===== config.mk =====
export PLATFORM = sky130hd
export DESIGN_NAME = modmul_prod_2579
export DESIGN_NICKNAME = d
export VERILOG_FILES = /design/src/rtl/modmul_prod_2579.sv
export SDC_FILE = /design/constraint.sdc
export NUM_CORES = 1
export LEC_CHECK = 0
export CORE_ASPECT_RATIO = 1.4
export CORE_MARGIN = 5
export CORE_UTILIZATION = 40
export DETAILED_ROUTE_END_ITERATION = 8
export GPL_TIMING_DRIVEN = 0
export PLACE_DENSITY = 0.58
export SYNTH_ARGS = -nofsm -noshare
export SYNTH_HDL_FRONTEND = slang
export SYNTH_SLANG_ARGS = --single-unit

===== constraint.sdc =====
create_clock -name clk -period 7.21 [get_ports clk]
set_input_delay 0.721 -clock clk [delete_from_list [all_inputs] [get_ports clk]]
set_output_delay 0.721 -clock clk [all_outputs]
set_load 0.02 [all_outputs]

===== src/rtl/modmul_prod_2579.sv =====
// ---------------------------------------------------------------------------
// modmul_prod_2579
//
// Streaming operand-product stage feeding the q = 2579 Barrett reducer.
// It accepts pairs of 12-bit residues over valid/ready, multiplies them in
// an elastic two-stage pipeline (S1: operand register, S2: product
// register), and presents each 23-bit product with its frame marker. It also
// counts products handed off within the current frame.
//
// Optional feature (compile-time macro MODMUL_PROD_2579_RANGE_CHK_EN):
//   when defined, operands >= 2579 are flagged at S1 load. An erroring beat
//   carries out_err=1 and out_prod=0, keeps its last marker, and is counted.
//   When undefined, no comparator is built and out_err is tied to 0.
//
// Ports:
//   clk        rising-edge clock
//   rst_n      asynchronous active-low reset
//   in_valid   operand pair valid
//   in_ready   stage can accept a pair (combinational)
//   in_a/in_b  operands, OW bits each
//   in_last    last pair of frame
//   out_valid  product valid
//   out_ready  downstream accepts product
//   out_prod   a*b truncated to PW bits
//   out_last   last product of frame
//   out_err    operand range violation (0 unless range check enabled)
//   prod_cnt   products handed off in the current frame (wraps silently)
// ---------------------------------------------------------------------------
`timescale 1ns/1ps

module modmul_prod_2579 #(
  parameter int unsigned OW = 12,
  parameter int unsigned PW = 23,
  parameter int unsigned CW = 16
) (
  input  logic          clk,
  input  logic          rst_n,
  input  logic          in_valid,
  output logic          in_ready,
  input  logic [OW-1:0] in_a,
  input  logic [OW-1:0] in_b,
  input  logic          in_last,
  output logic          out_valid,
  input  logic          out_ready,
  output logic [PW-1:0] out_prod,
  output logic          out_last,
  output logic          out_err,
  output logic [CW-1:0] prod_cnt
);

  // -------------------------------------------------------------------------
  // Pipeline state
  // -------------------------------------------------------------------------
  logic          s1_valid_q, s1_valid_d;
  logic [OW-1:0] s1_a_q,     s1_a_d;
  logic [OW-1:0] s1_b_q,     s1_b_d;
  logic          s1_last_q,  s1_last_d;

  logic          s2_valid_q, s2_valid_d;
  logic [PW-1:0] s2_prod_q,  s2_prod_d;
  logic          s2_last_q,  s2_last_d;

  logic [CW-1:0] cnt_q,      cnt_d;

  // Handshake / advance strobes
  logic          in_hs;
  logic          out_hs;
  logic          s2_load;
  logic [PW-1:0] prod_w;

  // S2 may load when it is empty or its current beat leaves this cycle.
  // in_ready then depends on out_ready combinationally so that releasing
  // backpressure lets a new pair in on the same edge and the chain stays full.
  assign s2_load  = s1_valid_q & (~s2_valid_q | out_ready);
  assign in_ready = ~s1_valid_q | s2_load;
  assign in_hs    = in_valid & in_ready;
  assign out_hs   = s2_valid_q & out_ready;

  // Widening both operands to PW before multiplying keeps only the low PW
  // bits of the full OW x OW product, which is exactly the truncation wanted.
  assign prod_w = PW'(s1_a_q) * PW'(s1_b_q);

`ifdef MODMUL_PROD_2579_RANGE_CHK_EN
  localparam int unsigned Q = 2579;

  logic s1_err_q, s1_err_d;
  logic s2_err_q, s2_err_d;
  logic in_err;

  assign in_err = (in_a >= OW'(Q)) | (in_b >= OW'(Q));
`endif

  // -------------------------------------------------------------------------
  // Next-state logic
  // -------------------------------------------------------------------------
  always_comb begin
    // NOTE: every signal written here gets a hold/default value first, so no
    // path through the block leaves a signal unassigned and no latch appears.
    s1_valid_d = s1_valid_q;
    s1_a_d     = s1_a_q;
    s1_b_d     = s1_b_q;
    s1_last_d  = s1_last_q;
    s2_valid_d = s2_valid_q;
    s2_prod_d  = s2_prod_q;
    s2_last_d  = s2_last_q;
    cnt_d      = cnt_q;
`ifdef MODMUL_PROD_2579_RANGE_CHK_EN
    s1_err_d   = s1_err_q;
    s2_err_d   = s2_err_q;
`endif

    // S1: a new pair overrides the "moved on" case, since both can happen
    // in one cycle when S1 hands its beat to S2 and takes the next pair.
    if (in_hs) begin
      s1_valid_d = 1'b1;
      s1_a_d     = in_a;
      s1_b_d     = in_b;
      s1_last_d  = in_last;
`ifdef MODMUL_PROD_2579_RANGE_CHK_EN
      s1_err_d   = in_err;
`endif
    end else if (s2_load) begin
      s1_valid_d = 1'b0;
    end

    // S2: same priority scheme against the output handshake.
    if (s2_load) begin
      s2_valid_d = 1'b1;
      s2_prod_d  = prod_w;
      s2_last_d  = s1_last_q;
`ifdef MODMUL_PROD_2579_RANGE_CHK_EN
      s2_err_d   = s1_err_q;
      if (s1_err_q) begin
        s2_prod_d = '0;
      end
`endif
    end else if (out_hs) begin
      s2_valid_d = 1'b0;
    end

    // Frame counter: the last beat closes the frame instead of being counted.
    if (out_hs) begin
      if (s2_last_q) begin
        cnt_d = '0;
      end else begin
        cnt_d = cnt_q + CW'(1);
      end
    end
  end

  // -------------------------------------------------------------------------
  // State registers
  // -------------------------------------------------------------------------
  // NOTE: data registers are reset along with the valid bits because
  // out_prod/out_last must read 0 out of reset, not just out_valid.
  always_ff @(posedge clk or negedge rst_n) begin
    if (!rst_n) begin
      s1_valid_q <= 1'b0;
      s1_a_q     <= '0;
      s1_b_q     <= '0;
      s1_last_q  <= 1'b0;
      s2_valid_q <= 1'b0;
      s2_prod_q  <= '0;
      s2_last_q  <= 1'b0;
      cnt_q      <= '0;
`ifdef MODMUL_PROD_2579_RANGE_CHK_EN
      s1_err_q   <= 1'b0;
      s2_err_q   <= 1'b0;
`endif
    end else begin
      // NOTE: non-blocking assignments so every register samples the values
      // from before the edge, regardless of statement order.
      s1_valid_q <= s1_valid_d;
      s1_a_q     <= s1_a_d;
      s1_b_q     <= s1_b_d;
      s1_last_q  <= s1_last_d;
      s2_valid_q <= s2_valid_d;
      s2_prod_q  <= s2_prod_d;
      s2_last_q  <= s2_last_d;
      cnt_q      <= cnt_d;
`ifdef MODMUL_PROD_2579_RANGE_CHK_EN
      s1_err_q   <= s1_err_d;
      s2_err_q   <= s2_err_d;
`endif
    end
  end

  // -------------------------------------------------------------------------
  // Outputs
  // -------------------------------------------------------------------------
  assign out_valid = s2_valid_q;
  assign out_prod  = s2_prod_q;
  assign out_last  = s2_last_q;
  assign prod_cnt  = cnt_q;

`ifdef MODMUL_PROD_2579_RANGE_CHK_EN
  assign out_err = s2_err_q;
`else
  assign out_err = 1'b0;
`endif

endmodule


# Yosys cells after proc, flatten, opt, wreduce, memory -nomap -nowiden
# Cells that the tools add are included.
[totals]
reg_bits = 67
in_bits = 29
output_inout_bits = 43
wordCells = 24
[classes]
n_addsub = 1
n_mul = 1
muxes = 5
bitwise = 7
reduce_logical = 2
[ops]
columns = ["operator", "count"]
rows = [
  ["12-bit by 12-bit multiplier with 23-bit output", 1],
  ["16-bit by 1-bit adder with 16-bit output, second input constant", 1],
  ["16-bit 2-to-1 mux", 1],
  ["1-bit 2-to-1 mux", 4],
  ["2-bit nonzero test", 2],
  ["1-bit bitwise AND", 3],
  ["1-bit inverter", 2],
  ["1-bit bitwise OR", 2],
]

# Longest topological paths before layout
# Gate-level depths: netlist of the first run.
[depth]
ltp_word = 6
ltp_mapped = 19

# Worst setup path before layout of the first run
# OpenSTA, ideal clock, no wires.
[synth_timing]
path_kind = "register to register"
start = "register s1_a_q[9]"
end = "register s2_prod_q[19], in the netlist out_prod[19]"
setup_ns = 0.132
arrival_time_ns = 4.996
setup_slack_ns = 2.082
stages_incl_launch_ff = 19
cell_sequence = "dfrtp_1 clkbuf_1 nand2_1 fa_1 inv_1 fa_1 fa_1 fa_1 inv_1 fa_1 inv_1 ha_1 clkbuf_1 a21o_1 a2111oi_0 a21bo_2 a31oi_1 xor2_1 o21ai_1"
[synth_between]
elab_chain_cells = 1
[synth_lines]
columns = ["element", "line_no", "source"]
rows = [
  ["from (decl)", "55", "logic [OW-1:0] s1_a_q, s1_a_d;"],
  ["from (signal assigned)", "159", "s1_a_q <= '0;"],
  ["from (signal assigned)", "174", "s1_a_q <= s1_a_d;"],
  ["12-bit by 12-bit multiplier with 23-bit output", "81", "assign prod_w = PW'(s1_a_q) * PW'(s1_b_q);"],
  ["to (signal assigned)", "178", "s2_prod_q <= s2_prod_d;"],
  ["to (decl)", "60", "logic [PW-1:0] s2_prod_q, s2_prod_d;"],
]
# No other way between the ends.
# A chain may end at the register's enable or synchronous reset.

# Worst setup path after layout of the first run
[layout_timing]
start = "register s1_a_q[1]"
end = "register s2_prod_q[22], in the netlist out_prod[22]"
# Same word-level chain as after synthesis.

==> results of run 1 <==
[path summary, 6_finish.rpt]
path / to / slack [ns] / depth (start not counted)
setup / recovery: out_prod[22] / 1.47 / 17
hold / removal: prod_cnt[1] / 0.16 / 1
setup reg to reg: out_prod[22] / 1.47 / 17
hold reg to reg: out_last / 0.47 / 2
max in group asynchronous: out_prod[5] / 6.53 / 2
min in group clk: out_last / 0.47 / 2
[metal layers]
layer	up-vias	GRT usage [%]	share of wire, %
met1	2631	21.52	42
li1	2620	-	-
met4	0	6.768	2.3
met5	-	0	0
met2	103	30.58	52
met3	22	2.128	3.9
[placed cells by master, fill, tap and decap left out, types with 4 or more instances in the layout]
cell type | synthesis | layout
nor2_1 | 17 | 17
nand3_1 | 8 | 8
ha_1 | 60 | 60
and2_1 | 59 | 59
clkbuf_16 | 0 | 9
o21ai_1 | 21 | 21
inv_1 | 134 | 134
xnor2_1 | 10 | 10
nand2b_1 | 7 | 7
clkdlybuf4s50_1 | 0 | 69
or3_1 | 6 | 6
dfrtp_1 | 67 | 67
nor3_1 | 8 | 8
mux2_2 | 25 | 25
fa_1 | 99 | 99
nand2_1 | 143 | 143
clkbuf_1 | 34 | 34
o21ai_0 | 9 | 9
a21o_1 | 9 | 9
xor2_1 | 15 | 15
a21oi_1 | 22 | 22
o211ai_1 | 4 | 4
[worst reg2reg max path, cell delays in order, from the launching register on]
cell      delay [ns]
dfrtp_1         0.44
clkbuf_1        0.46
nand2_1         0.15
fa_1            0.51
fa_1            0.54
inv_1           0.05
fa_1            0.50
fa_1            0.54
inv_1           0.05
fa_1            0.52
inv_1           0.04
ha_1            0.36
a21oi_1         0.19
nand2_1         0.10
o211ai_1        0.39
a21oi_1         0.17
or4_1           0.49
a31oi_1         0.16
[stage by stage]
stage | area, sq um | utilization, %
3_3_place_gp | 8299 | 46.11
2_1_floorplan | 7298 | -
3_5_place_dp | 8324 | 46.25
5_1_grt | 8612 | 47.85
6_report | 8612 | 47.85
4_1_cts | 8612 | 47.85
[kinds of logic after synthesis]
family / Yosys count / share of synthesized area, %
AND/OR/NAND/NOR: 259 / 16.48
buffers and inverters: 170 / 8.898
adder cells (fa/ha/maj): 159 / 37.44
other: 1 / 0.05138
AO/OA/AOI/OAI: 84 / 7.149
multiplexers: 26 / 4.012
flip-flops: 67 / 22.97
XOR/XNOR: 25 / 3.000
[state kept, by name, indices dropped and copies added (netlist names)]
register    count
out_last        1
out_prod       23
out_valid       1
prod_cnt       16
s1_a_q         12
s1_b_q         12
s1_last_q       1
s1_valid_q      1
[layout make-up]
type / count / area, sq um
Clock buffer: 11 / 252.7
Tap cell: 240 / 300.3
Timing Repair Buffer: 71 / 725.7
Fill cell: 1838 / 9385
Clock inverter: 5 / 35.03
Inverter: 134 / 503.0
Sequential cell: 67 / 1677
Buffer: 36 / 146.4
Multi-Input combinational cell: 554 / 4972
==> impl_results.md, run 1 <==
* Synth area leaders: fa_1 27%, dfrtp_1 23%, ha_1 10%
* Synth Area per Inst at 9.227 sq um
* Hold Vio Cnt, Final at 0
* Worst hold margin at 0.1596 ns
* Post-CTS Setup Bufs at 0
* Vias in the first global route at between 5000 and 6000
* Area grow syn2layout at 18.00%
* Max Cap Viol at 0
* CP max FO at 10
* Yosys top cell by area: fa_1
* Hold Crit Class: in -> async
* Number of port buffers at 70
* Setup crit start: s1_a_q[1]
* Die Area at ~21000 sq um
* Initial antenna violation count at 0
* Layout cells sized above 1 at around 5.5%
* Post-synth top area share at a little over a quarter
* CP arrival at ~6 ns
* Vias per inst at 4.809
* Setup TNS Final at 0 ns
* Fmax at approximately 0.17 GHz
* Status: finished, final reports clean
* CP Class: reg -> reg
* Crit path time final at ~5.7 ns
* Reg-to-Reg Start: s1_a_q[1]
* RD Place Congestion at 0.8133
* Chip height at about 170 um
* 1st-iter DRT viols at 203
* DP HPWL at around 14 mm
* Nets at 1061
* RSZ-0062 raised after global routing: false
* CTS sink count at 67
* Setup violations, final at 0
* Critical path launch point type: flop
* Std cell rows at 58
* Routed Antenna Nets at 0
* Worst-path clk slew at around 0.06 ns
* CP top delay family: adder cells
* TritonCTS clock tree: built
* Most Frequent Cell on Critical Path: fa_1
* I/O pin total at between 70 and 80
* Worst Tran Pin Value at roughly 0.67 ns
* Main synth FF type: dfrtp_1
* Dpl cells at between 1000 and 1500
* Count leader, synth: nand2_1
* Clock Tree Buf Depth at 2
* First-pass GRT wire length at 28.57 mm
* ANT cells at 0
* DRC Markers at 0
* Max-slew headroom at around 56%
* Cts bufs inserted at 9
* Crit-path slowest cell: fa_1
* Post-route insts no fill at about 1100
* Via count at ~5400
* Seq/Total Area, Yosys at between 20% and 30%
* Core area at between 15000 and 20000 sq um
* Routed len/inst at between 15 and 20 um
* Clk_skew at about 0.011 ns
* Post-synthesis cell area at 7298 sq um
* Worst setup EP type: flop
* Synth warn at 0
* Cells resized by post-CTS repair at 0
* Initial Utilization at about 41%
* Synth Register Bits at 67
* Largest net degree at the start of global routing at 67
* Number of flops mapped to enable cells by yosys at 0
* Cell chain of the critical path: clkbuf_1 -> nand2_1 -> fa_1 -> fa_1 -> inv_1 -> fa_1 -> fa_1 -> inv_1 -> fa_1 -> inv_1 -> ha_1 -> a21oi_1 -> nand2_1 -> o211ai_1 -> a21oi_1 -> or4_1 -> a31oi_1
* Cells after synthesis at 791
* Total wire length at between 15 and 20 mm
* Final worst setup slack at approximately 1.5 ns
* Gr ovfl total at 0
* Clock root cell: clkbuf_16
* Die Span X at 124.2 um
* Worst EP required at approximately 7.5 ns
* Fin crit share at between 70% and 80%
* Top cells by count, synth: 143 x nand2_1, 134 x inv_1, 99 x fa_1
* DP Worst Slack at about 1.5 ns
* CTS H-tree depth at 3
* Tot GR Track Use at 17.38%
* Post-synthesis net count at approximately 1000
* WP buf/inv at 4
* Hold buffers post-CTS at 0
* Drt pass-1 iters at 4
* Critical Path Max Stage Delay at between 0.5 and 0.6 ns
* Clk_lat worst skew at about 0.35 ns
* Async SR Flop Fraction at between 90% and 100%
* Count of cell types in the netlist at 44
* Final Max Slew Viols at 0
Power of run 1 is not shown: default switching activity piles up to over one toggle a cycle in this logic, so the estimate is an artifact.
==> run 2: changes to the inputs <==
clock period = 5.7 ns   (was 7.21 ns; I/O delays follow)
==> impl_results.md, run 2 (synthesized netlist as in run 1, its figures left out) <==
* DP HPWL at 13.67 mm (unchanged)
* Worst setup EP type: flop
* Commonest non-fill, non-tap cell in the layout: nand2_1
* Initial Utilization at 40.55% (unchanged)
* Vias in the first global route at 5719 (unchanged)
* CTS H-tree depth at 3 (unchanged)
* Hold Crit Class: reg -> reg
* Tot GR Track Use at 17.39% (about the same)
* Die Span X at 124.2 um (unchanged)
* CP top delay family: adder cells
* Worst Tran Pin Value at 0.6589 ns (-0.006173 ns)
* Clock root cell: clkbuf_16
* Cell chain of the critical path: clkbuf_2 -> and2_1 -> fa_1 -> inv_1 -> fa_1 -> inv_1 -> fa_1 -> fa_1 -> inv_1 -> fa_1 -> inv_1 -> ha_1 -> a21oi_1 -> nand2_1 -> o211ai_1 -> buf_4 -> a21oi_1 -> or4_1 -> a31oi_1
* Nets at 1057 (-0.38%)
* Std cell rows at 58 (unchanged)
* Drt pass-1 iters at 6 (+2)
* RSZ-0062 raised after global routing: false
* DRC Markers at 0 (unchanged)
* Number of port buffers at 70 (unchanged)
* Critical Path Max Stage Delay at 0.54 ns (about the same)
* Worst-path clk slew at 0.06 ns (about the same)
* Initial antenna violation count at 0 (unchanged)
* Largest register FFs at 23 (unchanged)
* Worst EP required at 5.97 ns (-1.51 ns)
* Clk_skew at 0.009705 ns (-0.001052 ns)
* Fmax at 0.1837 GHz (+5.5%)
* CP Class: reg -> reg
* Post-layout util at 47.98% (+0.13 points)
* Max-slew headroom at 56.07% (+0.41 points)
* Chip height at 169.8 um (unchanged)
* 1st-iter DRT viols at 224 (+10%)
* Routed Antenna Nets at 0 (unchanged)
* Hold Vio Cnt, Final at 0 (unchanged)
* Area grow syn2layout at 18.33%
* Routed len/inst at 15.12 um (+0.17%)
* Core area at 18000 sq um (unchanged)
* Vias per inst at 4.818 (+0.19%)
* Layout cells sized above 1 at 7.666% (+2.2 points)
* Most Frequent Cell on Critical Path: fa_1
* CP arrival at 5.71 ns (-0.30 ns)
* Via count at 5367 (-0.17%)
* Die Area at 21090 sq um (unchanged)
* Clock Tree Buf Depth at 2 (unchanged)
* Final Max Slew Viols at 0 (unchanged)
* Largest net degree at the start of global routing at 67 (unchanged)
* Crit path time final at 5.442 ns (-0.2998 ns)
* Commonest non-fill, non-tap cells in the layout: 143 x nand2_1, 134 x inv_1, 99 x fa_1, 69 x clkdlybuf4s50_1, 66 x dfrtp_1
* TritonCTS clock tree: built
* Max Cap Viol at 0 (unchanged)
* Status: finished, final reports clean
* First-pass GRT wire length at 28.59 mm (about the same)
* Cts bufs inserted at 9 (unchanged)
* ANT cells at 0 (unchanged)
* I/O pin total at 72 (unchanged)
* Fin crit share at 95.48% (+16 points)
* CTS sink count at 67 (unchanged)
* RD Place Congestion at 0.8133 (unchanged)
* Total wire length at 16.84 mm (-0.19%)
* Crit-path slowest cell: fa_1
* Setup violations, final at 0 (unchanged)
* CP max FO at 10 (unchanged)
* Clk_lat worst skew at 0.35 ns (about the same)
* WP buf/inv at 6 (+2)
* Gr ovfl total at 0 (unchanged)
* Critical path launch point type: flop
## run 2: changes by cell type in the layout (fill, tap and decap cells not counted), moves of 2 or more
cell,delta
buf_2,+5
buf_4,+2
clkbuf_1,-22
clkbuf_2,+10
## run 2: repair_timing
item                       4_1_cts  5_1_grt
hold buffers                     1        0
gates resized for setup          2       39
hold endpoints to repair         1        0
setup endpoints to repair        1        5
setup buffers                    0        1
pin swaps                        0        1
## run 2: area by class of cell
type,count,area (sq um)
Fill cell,1833,9361
Multi-Input combinational cell,554,4977
Sequential cell,67,1678
Timing Repair Buffer,73,743.2
Inverter,134,503.0
Tap cell,240,300.3
Clock buffer,11,252.7
Buffer,30,146.4
Clock inverter,5,35.03
## run 2: stage by stage
step / cell area [sq um] / hold slack (ns) / std cells / setup WS, ns / setup TNS, ns
after global placement: 8299 / 0.4453 / 1101 / -0.006768 / -0.006768
after CTS: 8625 / 0.4825 / 1119 / 0.005767 / 0
after detailed placement: 8324 / 0.3682 / 1102 / -0.03498 / -0.03498
after global routing: 8636 / 0.5075 / 1114 / 0.01111 / 0
final: 8636 / 0.4708 / 1114 / 0.2577 / 0
after floorplan: 7298 / 0.2744 / 791 / 0.5719 / 0
## run 2: final timing paths
path / end / slack [ns] / cells past startpoint / startpoint
max: out_prod[22] / 0.26 / 19 / s1_a_q[3]
min: out_last / 0.47 / 2 / s1_last_q
max reg2reg: out_prod[22] / 0.26 / 19 / s1_a_q[3]
min reg2reg: out_last / 0.47 / 2 / s1_last_q
max in group asynchronous: s1_b_q[5] / 4.60 / 3 / rst_n
min in group asynchronous: prod_cnt[1] / 0.56 / 2 / rst_n
## run 2: worst min-delay path, cell delays in order, from the launching register on
cell and delay [ns]:
dfrtp_1 0.34, nand2_1 0.05, nand2_1 0.05
## run 2: routing by layer
metal / part of all wire (%) / GRT usage, % / up-vias
li1: - / - / 2616
met1: 42 / 21.58 / 2619
met2: 51 / 30.56 / 108
met3: 4.1 / 2.094 / 24
met4: 2.5 / 6.768 / 0
met5: 0 / 0 / -
Power of run 2 is left out for the same reason.
==> edit: new RTL, config.mk and constraints of run 1 <==
The parameter `PW` goes from 23 to 46.
--- a/src/rtl/modmul_prod_2579.sv
+++ b/src/rtl/modmul_prod_2579.sv
@@ -30,7 +30,7 @@
 
 module modmul_prod_2579 #(
   parameter int unsigned OW = 12,
-  parameter int unsigned PW = 23,
+  parameter int unsigned PW = 46,
   parameter int unsigned CW = 16
 ) (
   input  logic          clk,
Interface: changed (resized out_prod); port bits go from 72 to 95. No check against the original RTL was run, so the function may have changed too.
==> edit against run 1 <==
Non-clock buffer count increased by 27; area after synthesis up 4.5%; wire length increased by 4.8%; sequential cell count is 1 higher; cell area rose by 5.1%; worst hold slack improved by 0.14 ns; setup slack lost 0.043 ns; final cell count up 5.3%; critical path type unchanged.
Power is left out: the tool's default activity adds up to more than one toggle a clock period on the data nets, which glitch-free logic cannot reach.
==> edit: results <==
export IMPL_yosysUniqueCellTypes=48
export IMPL_grt_pass1_vias=5971
export IMPL_cts_clk_slew_worst_paths_ns=0.06
export IMPL_grt_start_max_net_pins=41
export IMPL_slew_headroom=0.590
export IMPL_antenna_found_initial=0
export IMPL_yosysSeqAreaShare=0.223
export IMPL_largest_reg_flops=24
export IMPL_cts_resized=0
export IMPL_critPathMaxFanout=10
export IMPL_status="finished, final reports clean"
export IMPL_track_usage=0.170
export IMPL_routed_via_density=4.80
export IMPL_synthTopCellsByCount="nand2_1, inv_1, fa_1"
export IMPL_cts_root_buf="clkbuf_16"
export IMPL_htree_levels=3
export IMPL_critical_path_arrival_ns=6.01
export IMPL_synth_top_cells_by_area="fa_1, dfrtp_1, ha_1"
export IMPL_antenna_cells=0
export IMPL_cts_inserted_buffers=9
export IMPL_drt_iter0_drc=199
export IMPL_wl_per_cell_um=15.0
export IMPL_drt_pre_antenna_iters=6
export IMPL_place_hpwl_um=14800
export IMPL_rrSetupSlack_ns=1.42
export IMPL_gp_routability_congestion=0.848
export IMPL_async_flop_share=1.00
export IMPL_synthFlopType="dfrtp_1"
export IMPL_hp_class="input pin to async pin"
export IMPL_post_cts_buffers=0
export IMPL_cts_buffer_depth=2
export IMPL_ys_warn_count=0
export IMPL_final_layout_size_suffix_gt1_frac=0.0847
export IMPL_io_buffers=71
export IMPL_grt_pass1_wl_um=29900
export IMPL_clock_skew_final_ns=0.0104
export IMPL_worstSkewPairLatency_ns=0.35
export IMPL_synth_area_per_cell_um2=9.26
export IMPL_nNetsFinal=1120
==> edit: cell families after synthesis <==
kind of cell    share of synthesized area
simple gates                        0.171
buf+inv                             0.105
fa+ha+maj                           0.366
compound gates                     0.0670
flops                               0.223
mux                                0.0399
xor+xnor                           0.0276
other cells                      0.000492
==> edit: path summary, 6_finish.rpt <==
check / from / endpoint / cells after the start
max: s1_a_q[9] / out_prod[23] / 18
min: rst_n / prod_cnt[0] / 1
max reg2reg: s1_a_q[9] / out_prod[23] / 18
min reg2reg: s1_last_q / out_last / 2
max in group asynchronous: rst_n / s1_a_q[3] / 2
min in group clk: s1_last_q / out_last / 2
==> edit: layout make-up <==
class	instances	area (um2)
sequential	68	1700
timing repair buffer	72	736
buffer	62	328
clock buffer	13	260
inverter	125	469
fill	1807	9620
multi-input combinational	590	5210
clock inverter	3	45.0
tap	244	305
==> edit: metrics by stage <==
stage	hold WS [ns]	instance area (um2)	worst slack, ns	std cells
2_1_floorplan	0.425	7710	2.03	845
3_3_place_gp	0.441	8720	1.47	1160
3_5_place_dp	0.448	8750	1.44	1161
4_1_cts	0.310	9050	1.41	1177
5_1_grt	0.332	9050	1.13	1177
6_report	0.298	9050	1.42	1177
==> edit: worst max-delay path, stage by stage, from the launching register on <==
cell and delay (ns):
dfrtp_1 0.42, clkbuf_1 0.50, nand2_1 0.16, fa_1 0.53
fa_1 0.51, inv_1 0.06, fa_1 0.51, fa_1 0.55
inv_1 0.05, fa_1 0.53, inv_1 0.04, ha_1 0.27
buf_2 0.17, a21oi_2 0.20, o221ai_1 0.18, a41oi_4 0.28
o211ai_2 0.14, and3_1 0.19, or3_1 0.36
==> edit: metal layers <==
metal / routed length, um / global-route usage
met1: 7430 / 0.209
met2: 9200 / 0.304
met3: 657 / 0.0188
met4: 402 / 0.0604
met5: 0 / 0
